==> config.mk <==
export PLATFORM = sky130hd
export DESIGN_NAME = upsample_scheduler
export DESIGN_NICKNAME = d
export VERILOG_FILES = /design/src/rtl/tx_sched_pkg.sv /design/src/rtl/nco_tick.sv /design/src/rtl/upsample_scheduler.sv
export SDC_FILE = /design/constraint.sdc
export NUM_CORES = 1
export LEC_CHECK = 0
export ABC_AREA = 1
export ABC_CLOCK_PERIOD_IN_PS = 2450
export BUFFER_PORTS_ARGS = -buffer_cell sky130_fd_sc_hd__buf_2
export CAP_MARGIN = 20
export CORE_ASPECT_RATIO = 1.75
export CORE_MARGIN = 2
export CORE_UTILIZATION = 55
export CTS_CLUSTER_SIZE = 8
export DETAILED_ROUTE_END_ITERATION = 7
export GPL_TIMING_DRIVEN = 0
export PLACE_DENSITY = 0.88
export RECOVER_POWER = 25
export REMOVE_ABC_BUFFERS = 1
export SYNTH_ARGS = -nofsm -noshare
export SYNTH_HDL_FRONTEND = slang
export SYNTH_SLANG_ARGS = --single-unit
==> constraint.sdc <==
create_clock -name clk -period 2.45 [get_ports clk]
set_input_delay 0.3675 -clock clk [delete_from_list [all_inputs] [get_ports clk]]
set_output_delay 0.3675 -clock clk [all_outputs]
set_load 0.01 [all_outputs]
==> src/rtl/tx_sched_pkg.sv <==
// Shared types and elaboration-time helpers for the TX upsampler scheduler.
package tx_sched_pkg;

  typedef enum logic [1:0] {
    ST_IDLE  = 2'd0,
    ST_ALIGN = 2'd1,
    ST_RUN   = 2'd2,
    ST_DRAIN = 2'd3
  } sched_state_e;

  // round(out_rate * 2^acc_width / clk_freq)
  function automatic longint unsigned phase_inc_calc(input longint unsigned clk_freq,
                                                     input longint unsigned out_rate,
                                                     input int unsigned     acc_width);
    return ((out_rate << acc_width) + (clk_freq >> 1)) / clk_freq;
  endfunction

  function automatic int unsigned factor_calc(input int unsigned out_rate,
                                              input int unsigned in_rate);
    return (in_rate == 0) ? 1 : out_rate / in_rate;
  endfunction

  function automatic bit rates_ok(input int unsigned clk_freq,
                                  input int unsigned out_rate,
                                  input int unsigned in_rate);
    return (in_rate != 0) && (out_rate >= in_rate) &&
           ((out_rate % in_rate) == 0) && (out_rate < clk_freq);
  endfunction

endpackage

==> src/rtl/nco_tick.sv <==
// Phase-accumulator NCO: the registered carry out of the accumulator is the strobe.
module nco_tick #(
  parameter int unsigned           ACC_WIDTH = 32,
  parameter logic [ACC_WIDTH-1:0]  PHASE_INC = '0
) (
  input  logic clk,
  input  logic rst_n,
  input  logic clear,
  output logic tick
);

  logic [ACC_WIDTH-1:0] acc;
  logic [ACC_WIDTH:0]   sum;

  assign sum = {1'b0, acc} + {1'b0, PHASE_INC};

  // NOTE: sequential state uses non-blocking assignments so every register
  // samples pre-edge values regardless of process evaluation order.
  always_ff @(posedge clk or negedge rst_n) begin
    if (!rst_n) begin
      acc  <= '0;
      tick <= 1'b0;
    end else if (clear) begin
      acc  <= '0;
      tick <= 1'b0;
    end else begin
      acc  <= sum[ACC_WIDTH-1:0];
      tick <= sum[ACC_WIDTH];
    end
  end

endmodule

==> src/rtl/upsample_scheduler.sv <==
// Sequences the TX upsampler: NCO strobe, phase alignment, symbol hold register
// and zero insertion on underrun.
module upsample_scheduler
  import tx_sched_pkg::*;
#(
  parameter int unsigned CLK_FREQ     = 100_000_000,
  parameter int unsigned OUT_RATE     = 6_000_000,
  parameter int unsigned IN_RATE      = 3_000_000,
  parameter int unsigned SYMBOL_WIDTH = 16,
  parameter int unsigned ACC_WIDTH    = 32
) (
  input  logic                    clk,
  input  logic                    rst_n,
  input  logic                    start,
  input  logic                    stop,
  input  logic                    s_valid,
  input  logic [SYMBOL_WIDTH-1:0] s_data,
  output logic                    s_ready,
  output logic                    us_rst,
  output logic                    us_en,
  output logic                    us_new_sample,
  output logic [SYMBOL_WIDTH-1:0] us_sample,
  output logic                    busy,
  output logic                    underrun,
  output logic [15:0]             underrun_count
);

  localparam int unsigned          FACTOR    = factor_calc(OUT_RATE, IN_RATE);
  localparam int unsigned          PH_W      = (FACTOR > 1) ? $clog2(FACTOR) : 1;
  localparam logic [PH_W-1:0]      PH_LAST   = PH_W'(FACTOR - 1);
  localparam logic [ACC_WIDTH-1:0] PHASE_INC =
    ACC_WIDTH'(phase_inc_calc(64'(CLK_FREQ), 64'(OUT_RATE), ACC_WIDTH));

  if (!rates_ok(CLK_FREQ, OUT_RATE, IN_RATE)) begin : g_bad_rates
    $error("upsample_scheduler: OUT_RATE must be a multiple of IN_RATE and below CLK_FREQ");
  end

  sched_state_e            state, state_next;
  logic                    tick;
  logic                    nco_clear;
  logic                    consume;
  logic                    accept;
  logic                    hold_valid;
  logic [SYMBOL_WIDTH-1:0] hold_data;
  logic [PH_W-1:0]         phase;

  always_ff @(posedge clk or negedge rst_n) begin
    if (!rst_n) state <= ST_IDLE;
    else        state <= state_next;
  end

  // NOTE: next_state gets its default first so no path through the case
  // leaves it unassigned, which would infer a latch.
  always_comb begin
    state_next = state;
    case (state)
      ST_IDLE:  if (start && !stop)           state_next = ST_ALIGN;
      ST_ALIGN:                               state_next = ST_RUN;
      ST_RUN:   if (stop)                     state_next = ST_DRAIN;
      ST_DRAIN: if (consume && !hold_valid)   state_next = ST_IDLE;
      default:                                state_next = ST_IDLE;
    endcase
  end

  // Accumulator is held at zero through IDLE and ALIGN; the first add happens
  // on the ALIGN->RUN edge so the carry lands one cycle into RUN.
  assign nco_clear = (state_next == ST_IDLE) || (state_next == ST_ALIGN);

  nco_tick #(
    .ACC_WIDTH (ACC_WIDTH),
    .PHASE_INC (PHASE_INC)
  ) u_nco (
    .clk   (clk),
    .rst_n (rst_n),
    .clear (nco_clear),
    .tick  (tick)
  );

  assign consume       = tick && (phase == PH_LAST);
  assign s_ready       = (state == ST_RUN) && (!hold_valid || consume);
  assign accept        = s_valid && s_ready;
  assign underrun      = consume && !hold_valid && (state == ST_RUN);
  assign us_sample     = hold_valid ? hold_data : '0;
  assign us_new_sample = tick;
  assign busy          = (state != ST_IDLE);
  assign us_en         = (state != ST_IDLE);
  assign us_rst        = (state == ST_IDLE) || (state == ST_ALIGN);

  always_ff @(posedge clk or negedge rst_n) begin
    if (!rst_n) begin
      phase <= '0;
    end else if (nco_clear) begin
      phase <= '0;
    end else if (tick) begin
      phase <= (phase == PH_LAST) ? '0 : phase + 1'b1;
    end
  end

  // NOTE: hold_data is a single datapath register, not a memory, so it takes
  // the async reset along with its valid flag.
  always_ff @(posedge clk or negedge rst_n) begin
    if (!rst_n) begin
      hold_valid <= 1'b0;
      hold_data  <= '0;
    end else if (accept) begin
      hold_valid <= 1'b1;
      hold_data  <= s_data;
    end else if (consume) begin
      hold_valid <= 1'b0;
    end
  end

  always_ff @(posedge clk or negedge rst_n) begin
    if (!rst_n) begin
      underrun_count <= '0;
    end else if ((state == ST_IDLE) && (state_next == ST_ALIGN)) begin
      underrun_count <= '0;
    end else if (underrun && (underrun_count != 16'hFFFF)) begin
      underrun_count <= underrun_count + 16'd1;
    end
  end

endmodule

==> impl_metrics.csv <==
group,metric,value,unit
worst_setup_path,rr_endpoint,"underrun_count[15]",
grt,antenna_found_initial,0,
yosys,avgSynthCellArea,6.98,um^2
route,ant_nets,0,
cts,cts_max_path_buffers,2,
yosys,yosysUniqueCellTypes,34,
power_and_ir_drop,pwr-share-comb,11.3,%
floorplan,ios,59,
sta,rsz0062_at_grt,"false",
yosys,synth_edf_count,0,
grt,grt_pass1_wl,19100,um
cts,cts_tree,"yes",
power_and_ir_drop,p_leak,2.95,nW
grt,overflow,0,
power_and_ir_drop,swShare,25.2,%
cts,cts_hold_buf,0,
yosys,synth_area_leader_cell,"dfrtp_1",
worst_setup_path,regToRegSetupSlack,320,ps
cells_and_area,num_antenna_cells,0,
cts,clkSinkCount,68,
route,routed_via_density,5.56,
sta,slew_viol_final,69,
sta,hold_viol,0,
yosys,ys_warn_count,0,
place,hpwl,8450,um
yosys,yosys-top-cells-count,"162 x nand2_1, 96 x nor2_1, 81 x inv_1",
route,drt-wirelength-per-cell,15.0,um
outcome,violations,"max-capacitance violations, max-slew violations",
floorplan,core-area,0.00746,mm^2
hold_path,hold_path.class,"in -> reg",
grt,grt_max_degree,69,
hold_path,hp-start,"s_data[11]",
yosys,yosysSeqAreaShare,40.5,%
cts,cts_resized,0,
cells_and_area,fin_nets,685,
grt,track_usage,29.1,%
route,drtIter0Drc,346,
floorplan,fp.dieH,120,um
power_and_ir_drop,power.density,607,mW/mm^2
worst_setup_path,crit_end,"underrun_count[15]",
yosys,yosysMostFrequentCell,"nand2_1",
yosys,dominantRegCellSynth,"dfrtp_1",
worst_setup_path,path_max_fanout,11,
cells_and_area,layout-drive-gt1-share,16.2,%
place,place_congestion,0.985,
yosys,netlist_instances,601,
worst_setup_path,crit_slowest_cell,"dfrtp_1",
grt,grt_pass1_vias,4205,
power_and_ir_drop,p_int,2.20,mW
cts,clk_latency,340,ps
worst_setup_path,path_cells,"ha_1, nand3_2, nor2_2, nand3_1, nand2_1, nand2_2, inv_2, nand2_1, o21ai_1",
floorplan,die-area,0.00837,mm^2
sta,finalSetupTns,0,ps
sta,layout_worst_path_cycle_share,86.9,%
worst_setup_path,end_kind,"register",
floorplan,row_count,42,
sta,skew,7.68,ps
hold_path,min_path_cells,2,
cts,cts_max_level,3,
worst_setup_path,crit_start,"underrun_count[0]",
floorplan,start_util,56.3,%
yosys,ys_ff_latch,68,
job,maxCapViolations,1,
power_and_ir_drop,peakVddDrop,0.000382,V
worst_setup_path,rr_worst_depth,9,
power_and_ir_drop,p_seq_share,43.7,%
yosys,synth_top_area_share,40.5,%
cts,post-cts-setup-buffer-count,0,
worst_setup_path,crit_type,"reg -> reg",
cells_and_area,synthToLayoutAreaGrowth,15.7,%
worst_setup_path,r2r_start,"underrun_count[0]",
worst_setup_path,arrival,2390,ps
worst_setup_path,slowest_delay,420,ps
sta,period_needed,2130,ps
worst_setup_path,crit_top_cell,"nand2_1",
power_and_ir_drop,power.clock.fraction,45.0,%
cells_and_area,utilization,65.1,%
worst_setup_path,critical_path.startpoint_type,"register",
sta,fmax,470,MHz
power_and_ir_drop,p_sw,0.743,mW
yosys,ys_top_cells_by_area,"dfrtp_1 41%, nand2_1 14%, nor2_1 8.6%",
sta,slew-limit-headroom,-13.2,%
cells_and_area,num-fill-cells,670,
floorplan,die_x,70.0,um
route,firstDrtPassIters,5,
route,drc_errors,0,
route,wl,11300,um
route,routed-via-count,4198,
cts,clkTransAtPathRegs,60,ps
sta,whs,252,ps
sta,setup_viol_count_final,0,
sta,worst_pin_slew,1700,ps
outcome,status,"complete, but fails checks",
worst_setup_path,cp.required,2710,ps
cts,clockRootBuffer,"clkbuf_16",
place,port_buffers,58,
yosys,synthArstFlopShare,100,%
cts,numCtsBuffers,9,
yosys,synth_area,0.00420,mm^2
## metal layers
| layer | share of wire [%] | global-route usage (%) |
|---|---|---|
| met1 | 34 | 28.9 |
| met2 | 54 | 52.3 |
| met4 | 7.3 | 22.4 |
| met3 | 3.9 | 4.95 |
| met5 | 0 | 0 |
## area by class of cell
cell class | count | area (um^2) | share of cell area, %
Clock inverter | 5 | 60.1 | 1.24
Multi-Input combinational cell | 438 | 2110 | 43.5
Timing Repair Buffer | 59 | 305 | 6.28
Sequential cell | 68 | 1700 | 35.0
Clock buffer | 11 | 243 | 5.00
Inverter | 86 | 325 | 6.70
Tap cell | 88 | 110 | 2.27
## worst min path at each step
stage	to	slack, ps
6_report	hold_data[11]	250
5_1_grt	hold_data[11]	260
4_1_cts	u_nco.acc[4]	180
3_5_place_dp	phase	480
3_3_place_gp	phase	450
2_1_floorplan	hold_data[0]	70
## sequential cells by signal, indices dropped and copies added, names as in the netlist
name            count
u_nco.acc          31
state               2
hold_valid          1
phase               1
underrun_count     16
hold_data          16
u_nco.tick          1
## worst max-delay path, delay by kind of cell, from the launching register on
family / cells / cell delay (ps)
flops: 1 / 420
buf+inv: 1 / 210
compound gates: 1 / 90
fa+ha+maj: 1 / 260
simple gates: 6 / 1060
## layout by cell type (no fill, tap or decap), types with 2 or more instances in the layout
| cell | instances |
|---|---|
| nor3_1 | 10 |
| mux2_4 | 9 |
| o21ai_1 | 5 |
| nand4_1 | 14 |
| nand2_2 | 2 |
| nor2_1 | 95 |
| ha_1 | 2 |
| mux2_2 | 7 |
| nand2_1 | 162 |
| inv_2 | 4 |
| inv_1 | 81 |
| nor2_2 | 5 |
| nand3_1 | 48 |
| xor2_1 | 3 |
| a21oi_1 | 34 |
| clkbuf_16 | 9 |
| xnor2_1 | 2 |
| dfrtp_1 | 68 |
| o21ai_0 | 28 |
| buf_2 | 57 |
| and2_1 | 3 |
## kinds of logic (layout without fill, tap and decap cells)
kind of cell / after synthesis / after routing / synth area share, %
muxes: 16 / 16 / 5.10
DFF: 68 / 68 / 40.5
AOI/OAI and AO/OA: 71 / 71 / 8.94
buffers and inverters: 95 / 161 / 9.18
xor gates and xnor gates: 5 / 5 / 1.04
adders and majority gates: 2 / 2 / 0.596
and+or+nand+nor: 344 / 344 / 34.6
## power groups by stage
| stage | combinational [mW] | clock, mW | sequential, mW |
|---|---|---|---|
| after floorplan | 0.208 | 0 | 1.28 |
| after global routing | 0.369 | 1.37 | 1.30 |
| after detailed placement | 0.334 | 0 | 1.31 |
| final | 0.332 | 1.33 | 1.29 |
| after global placement | 0.324 | 0 | 1.30 |
| after CTS | 0.340 | 1.33 | 1.29 |
## stage by stage
step                      worst slack (ps)  total power, mW  std cells  instance area, um^2
after floorplan                        347             1.49        592                 4140
after detailed placement               394             1.64        739                 4560
after CTS                              308             2.96        755                 4860
after global routing                  58.2             3.05        755                 4860
after global placement                -505             1.62        738                 4540
final                                  320             2.95        755                 4860
Note: power is estimated with default switching activity, not from simulation.
